==> src/rtl/stack_frame_ctrl_pkg.sv <==
// Shared types and width helpers for the stack frame save/restore controller.
package stack_frame_ctrl_pkg;

  typedef enum logic [1:0] {
    IDLE    = 2'd0,
    SAVE    = 2'd1,
    RESTORE = 2'd2
  } state_e;

  localparam int DEF_STACK_DEPTH = 4;
  localparam int DEF_DATA_WIDTH  = 8;
  localparam int DEF_FRAME_WORDS = 2;

  // Occupancy must represent 0..depth inclusive, hence depth+1.
  function automatic int level_width(input int depth);
    return $clog2(depth + 1);
  endfunction

  function automatic int addr_width(input int words);
    return (words > 1) ? $clog2(words) : 1;
  endfunction

endpackage

==> src/rtl/stack_frame_ctrl.sv <==
// Pushes a register-file frame onto an external stack and pops it back in reverse.
// Define STACK_FRAME_CTRL_CHECK_EN for level tracking with overflow/underflow rejection.
module stack_frame_ctrl
  import stack_frame_ctrl_pkg::*;
#(
  parameter int StackDepth = DEF_STACK_DEPTH,
  parameter int DataWidth  = DEF_DATA_WIDTH,
  parameter int FrameWords = DEF_FRAME_WORDS,
  localparam int LevelW    = level_width(StackDepth),
  localparam int AddrW     = addr_width(FrameWords)
) (
  input  logic                 clk,
  input  logic                 reset,
  input  logic                 save_req,
  input  logic                 restore_req,
  output logic                 busy,
  output logic                 done,
  output logic                 err,
  output logic [LevelW-1:0]    level,
  output logic [AddrW-1:0]     rf_addr,
  input  logic [DataWidth-1:0] rf_rdata,
  output logic                 rf_we,
  output logic [DataWidth-1:0] rf_wdata,
  output logic                 stk_push,
  output logic                 stk_pop,
  output logic [DataWidth-1:0] stk_wdata,
  input  logic [DataWidth-1:0] stk_rdata
);

  state_e           state_q, state_d;
  logic [AddrW-1:0] cnt_q, cnt_d;
  logic             done_q, done_d;
  logic             save_ok, restore_ok;
  logic             last_word;

`ifdef STACK_FRAME_CTRL_CHECK_EN
  logic [LevelW-1:0] level_q, level_d;
  logic              err_q, err_d;

  assign save_ok    = (int'(level_q) + FrameWords) <= StackDepth;
  assign restore_ok = int'(level_q) >= FrameWords;
  assign level      = level_q;
  assign err        = err_q;
`else
  // Legacy build: no occupancy tracking, the stack index may wrap.
  assign save_ok    = 1'b1;
  assign restore_ok = 1'b1;
  assign level      = '0;
  assign err        = 1'b0;
`endif

  assign last_word = (cnt_q == AddrW'(FrameWords - 1));
  assign busy      = (state_q != IDLE);
  assign done      = done_q;

  always_comb begin
    state_d   = state_q;
    cnt_d     = cnt_q;
    done_d    = 1'b0;
    rf_addr   = '0;
    rf_we     = 1'b0;
    rf_wdata  = '0;
    stk_push  = 1'b0;
    stk_pop   = 1'b0;
    stk_wdata = '0;
`ifdef STACK_FRAME_CTRL_CHECK_EN
    level_d   = level_q;
    err_d     = 1'b0;
`endif
    unique case (state_q)
      IDLE: begin
        // Save wins over a simultaneous restore; the restore is dropped silently.
        if (save_req) begin
          if (save_ok) begin
            state_d = SAVE;
            cnt_d   = '0;
          end
`ifdef STACK_FRAME_CTRL_CHECK_EN
          else err_d = 1'b1;
`endif
        end else if (restore_req) begin
          if (restore_ok) begin
            state_d = RESTORE;
            cnt_d   = '0;
          end
`ifdef STACK_FRAME_CTRL_CHECK_EN
          else err_d = 1'b1;
`endif
        end
      end
      SAVE: begin
        rf_addr   = cnt_q;
        stk_push  = 1'b1;
        stk_wdata = rf_rdata;
        cnt_d     = cnt_q + 1'b1;
`ifdef STACK_FRAME_CTRL_CHECK_EN
        level_d   = level_q + 1'b1;
`endif
        if (last_word) begin
          state_d = IDLE;
          cnt_d   = '0;
          done_d  = 1'b1;
        end
      end
      RESTORE: begin
        // Top of stack holds the highest word, so walk the register file downwards.
        rf_addr  = AddrW'(FrameWords - 1) - cnt_q;
        rf_we    = 1'b1;
        rf_wdata = stk_rdata;
        stk_pop  = 1'b1;
        cnt_d    = cnt_q + 1'b1;
`ifdef STACK_FRAME_CTRL_CHECK_EN
        level_d  = level_q - 1'b1;
`endif
        if (last_word) begin
          state_d = IDLE;
          cnt_d   = '0;
          done_d  = 1'b1;
        end
      end
      default: state_d = IDLE;
    endcase
  end

  always_ff @(posedge clk or posedge reset) begin
    if (reset) begin
      state_q <= IDLE;
      cnt_q   <= '0;
      done_q  <= 1'b0;
    end else begin
      state_q <= state_d;
      cnt_q   <= cnt_d;
      done_q  <= done_d;
    end
  end

`ifdef STACK_FRAME_CTRL_CHECK_EN
  always_ff @(posedge clk or posedge reset) begin
    if (reset) begin
      level_q <= '0;
      err_q   <= 1'b0;
    end else begin
      level_q <= level_d;
      err_q   <= err_d;
    end
  end
`endif

endmodule

==> config.mk <==
export PLATFORM = sky130hd
export DESIGN_NAME = stack_frame_ctrl
export DESIGN_NICKNAME = d
export VERILOG_FILES = /design/src/rtl/stack_frame_ctrl_pkg.sv /design/src/rtl/stack_frame_ctrl.sv
export SDC_FILE = /design/constraint.sdc
export NUM_CORES = 1
export LEC_CHECK = 0
export CAP_MARGIN = 10
export CORE_MARGIN = 3
export CORE_UTILIZATION = 29
export CTS_CLUSTER_SIZE = 20
export DETAILED_ROUTE_END_ITERATION = 10
export GPL_TIMING_DRIVEN = 0
export PLACE_DENSITY = 0.84
export SLEW_MARGIN = 0
export SYNTH_ARGS = -nofsm -noshare
export SYNTH_HDL_FRONTEND = slang
export SYNTH_SLANG_ARGS = --single-unit
==> constraint.sdc <==
create_clock -name clk -period 3.2 [get_ports clk]
set_input_delay 0.48 -clock clk [delete_from_list [all_inputs] [get_ports clk]]
set_output_delay 0.48 -clock clk [all_outputs]
set_load 0.05 [all_outputs]
Yosys cells after proc, flatten, opt, wreduce, memory -nomap -nowiden
Cells that the tools add are included.
{"block": "classes", "addsub": 2, "n_eq_ne": 4, "n_mux": 15, "n_reduce_logical": 6}
{"operator": "$mux 8", "n": 2}
{"operator": "$mux 1", "n": 7}
{"operator": "$mux 2", "n": 3}
{"operator": "$pmux 1 s2", "n": 2}
{"operator": "$pmux 2 s2", "n": 1}
{"operator": "$reduce_and 2->1", "n": 2}
{"operator": "$reduce_bool 2->1", "n": 2}
{"operator": "$ne 3x3->1 const B", "n": 1}
{"operator": "$eq 2x1->1 const B", "n": 1}
{"operator": "$eq 2x2->1 const B", "n": 1}
{"operator": "$logic_not 2->1", "n": 1}
{"operator": "$ne 2x1->1 const B", "n": 1}
{"operator": "$reduce_or 2->1", "n": 1}
{"operator": "$add 1x1->1 const B", "n": 1}
{"operator": "$sub 1x1->1 const A", "n": 1}
{"block": "word_totals", "regBits": 4}

Longest topological paths before layout
{"block": "depth", "ltp_word": 4, "ltp_mapped": 5, "ltp_nobuf": 5}

Least setup slack after synthesis
Ideal clock, no wire load.
{"block": "synth_timing", "path_kind": "register to output", "start": "reg state_q[0]", "end": "out rf_addr", "arrival_ps": 1452, "path_slack_ps": 1268, "stages_incl_launch_ff": 4, "n_path_buf": 0, "path_cell_list": "dfrtp_1 inv_1 ha_1 mux2_2"}
{"block": "synth_between", "elab_chain_cells": 2, "word_cells_on_any_way": 3}
{"element": "from (decl)", "line_no": "stack_frame_ctrl.sv:30", "text": "state_e state_q, state_d;"}
{"element": "from (signal assigned)", "line_no": "stack_frame_ctrl.sv:131", "text": "state_q <= state_d;"}
{"element": "$eq 2x2->1 or $eq 2x1->1 (tied branches)", "line_no": "stack_frame_ctrl.sv:70", "text": "unique case (state_q)"}
{"element": "$pmux 1 s2 (*)", "line_no": "stack_frame_ctrl.sv:70"}
{"element": "to (decl)", "line_no": "stack_frame_ctrl.sv:20", "text": "output logic [AddrW-1:0] rf_addr,"}
Mark *: on every way between the ends. The rest lies on a longest branch, timed or not.

Worst setup path in the final report
{"block": "layout_timing", "start": "reg state_q[0]", "end": "out rf_wdata[6]"}
{"block": "layout_between", "elab_chain_cells": 2}
{"element": "$eq 2x2->1", "line_no": "stack_frame_ctrl.sv:70"}
{"element": "$mux 8", "line_no": "stack_frame_ctrl.sv:70"}
{"element": "to (decl)", "line_no": "stack_frame_ctrl.sv:23", "text": "output logic [DataWidth-1:0] rf_wdata,"}
Every way passes these cells.

==> results.yml <==
worst_setup_path:
  cp-startpoint: "state_q[0]"
  r2r_end: "state_q[0]"
  critPathMaxFanout: 8
  rrSetupSlack_ns: 1.89
  reg2regPathDepth: 5
  crit_path_end_kind: "primary output"
  cp.arrival_ns: 2.02
  required_ns: 2.72
  r2r_start: "state_q[0]"
  path_class: "register to primary output"
  start_kind: "register"
  crit_end: "rf_wdata[6]"
synth:
  synth_top_area_share: 0.241
  synth_compound_area_frac: 0.0904
  synth_top_family_by_area: "simple AND/OR/NAND/NOR gates"
  yosysMostFrequentCell: "and2_1"
  syn_inst: 47
  synth_edf_count: 0
  avgSynthCellArea_sq_um: 8.84
  yosys_warnings: 0
  synth_simple_gate_area_frac: 0.325
  yosys.area_share.adder: 0.181
  synth_seq_cells: 4
  ys_seq_area_frac: 0.241
  synth_ff_type: "dfrtp_1"
  synth_common_cells: "and2_1, ha_1, buf_4, dfrtp_1, inv_1"
  syn_area_sq_um: 415
  synth_mux_area_frac: 0.0271
  async_reset_ff_frac: 1.00
  ys_top_cells_by_area: "and2_1, dfrtp_1, ha_1"
  ys_types: 16
  synth_top_cell_by_area: "and2_1"
  synthXorXnorAreaFrac: 0
global_route:
  grt_pass1_wl_um: 1900
  grt_pass1_vias: 421
  track_usage: 0.132
  grt_max_degree: 9
  antenna_found_initial: 0
  gr-total-overflow: 0
hold_path:
  holdCritPathClass: "input pin to asynchronous set/reset pin"
layout:
  nNetsFinal: 122
  fin_area_sq_um: 878
  antenna_cells: 0
  fillerInstances: 108
  syn2layout_area_growth_pct: 111
  drive_above_1_share: 0.117
  final_cells: 109
sta:
  fin_worst_skew_ns: 0.00587
  finalSetupTns_ns: 0
  slew-limit-headroom: 0.655
  max_freq_mhz: 399
  worstMarginPinSlew_ns: 0.515
  maxSlewViolCount: 0
  hold_viol_final: 0
  rsz0062_at_grt: "false"
  fin_crit_sh: 0.782
  period_needed_ns: 2.50
  setup_viol_count_final: 0
cts:
  clk_pin_slew_ns: 0.04
  cts_resized: 0
  cts_setup_buffers: 0
  cts_inserted_buffers: 3
  clock_path_buffers: 2
  clock-sinks: 4
  h-tree-depth: 1
  ctsHoldBuffers: 0
  clock_latency_ns: 0.23
  cts_root_buf: "clkbuf_4"
  cts_tree: "built"
drt:
  wire_per_inst_um: 10.8
  antenna_left: 0
  routed_wl_um: 1180
  route.vias.total: 465
  drc: 0
  vias_per_cell: 4.27
  drt-initial-drc-count: 2
  drt_first_pass_iters: 2
placed_design:
  placed_area_sq_um: 856
  dp.cells: 106
  dp_hpwl_um: 1080
  place.port_buffers: 41
  place.gp.congestion: 0.706
power_and_ir_drop:
  leakagePower_nw: 0.395
  power_density_nw_per_um2: 925
  vdd_drop_max_mv: 0.595
floorplan:
  fp.dieW_um: 43.8
  start_util: 0.315
  die_h_um: 43.8
  rows: 13
  die-area_sq_um: 1920
  core_region_area_sq_um: 1320
  ios: 46
job:
  maxCapViolCount: 0
status:
  outcome: "finished clean"
[layout by cell type, fill, tap and decap left out]
cell             Yosys  layout
a21oi_1              1       1
a2bb2oi_1            1       1
and2_1              16      16
and2_2               1       1
buf_4                5       5
clkbuf_4             0       3
clkdlybuf4s50_1      0      41
conb_1               1       4
dfrtp_1              4       4
ha_1                 6       6
inv_1                4       4
mux2_2               1       1
nand2b_4             1       1
nor2b_1              1       1
nor3b_1              1       1
o21ai_0              2       2
o22ai_1              1       1
o31ai_1              1       1
[critical path, stage by stage (launching register included)]
cell	delay [ns]
dfrtp_1	0.41
inv_1	0.16
ha_1	0.27
and2_1	0.15
clkdlybuf4s50_1	0.80
[per-layer routing]
| metal | vias to the layer above | part of all wire | GRT usage | wire [um] |
|---|---|---|---|---|
| met2 | 29 | 0.51 | 0.235 | 606 |
| met5 | - | 0 | 0 | 0 |
| met4 | 0 | 0.0034 | 0.0181 | 4 |
| met1 | 199 | 0.35 | 0.142 | 418 |
| met3 | 2 | 0.13 | 0.0664 | 152 |
| li1 | 235 | - | - | - |
[cells by family (layout without fill, tap and decap cells)]
family          count (synthesis)  in the layout
compound gates                  6              6
fa+ha+maj                       6              6
buf+inv                         9             53
flops                           4              4
mux                             1              1
other cells                     1              4
simple gates                   20             20
[layout make-up]
cell class,instances,area [sq um],share of cell area
buffer,5,37.5,0.0427
clock buffer,3,22.5,0.0256
multi-input combinational,37,274,0.312
timing repair buffer,41,410,0.467
tap,15,18.8,0.0214
sequential,4,100,0.114
inverter,4,15.0,0.0171
[sequential cells by signal, indices dropped and copies added, names as in the netlist]
register / count
cnt_q: 1
state_q: 2
done: 1
[power by group]
group / switching (mW) / internal (mW)
combinational: 0.414 / 0.244
sequential: 0.0209 / 0.0728
clock: 0.0193 / 0.0418
total: 0.454 / 0.358
[metrics by stage]
stage          setup slack, ns  hold WS [ns]  utilization  power, mW
2_1_floorplan             1.27         0.246            -      0.557
3_3_place_gp             0.860         0.566        0.650      0.753
3_5_place_dp             0.860         0.578        0.650      0.759
4_1_cts                  0.662         0.430        0.667      0.822
5_1_grt                  0.572         0.446        0.667      0.865
6_report                 0.697         0.428        0.667      0.813
[worst min-delay path by stage]
stage | to | depth (start not counted) | slack (ns) | start
after floorplan | cnt_q | 1 | 0.25 | reset
after global placement | done | 1 | 0.57 | cnt_q
after detailed placement | done | 1 | 0.58 | cnt_q
after CTS | done | 2 | 0.43 | reset
after global routing | cnt_q | 2 | 0.45 | reset
final | cnt_q | 2 | 0.43 | reset
No activity file was read; power rests on OpenSTA's default activity.
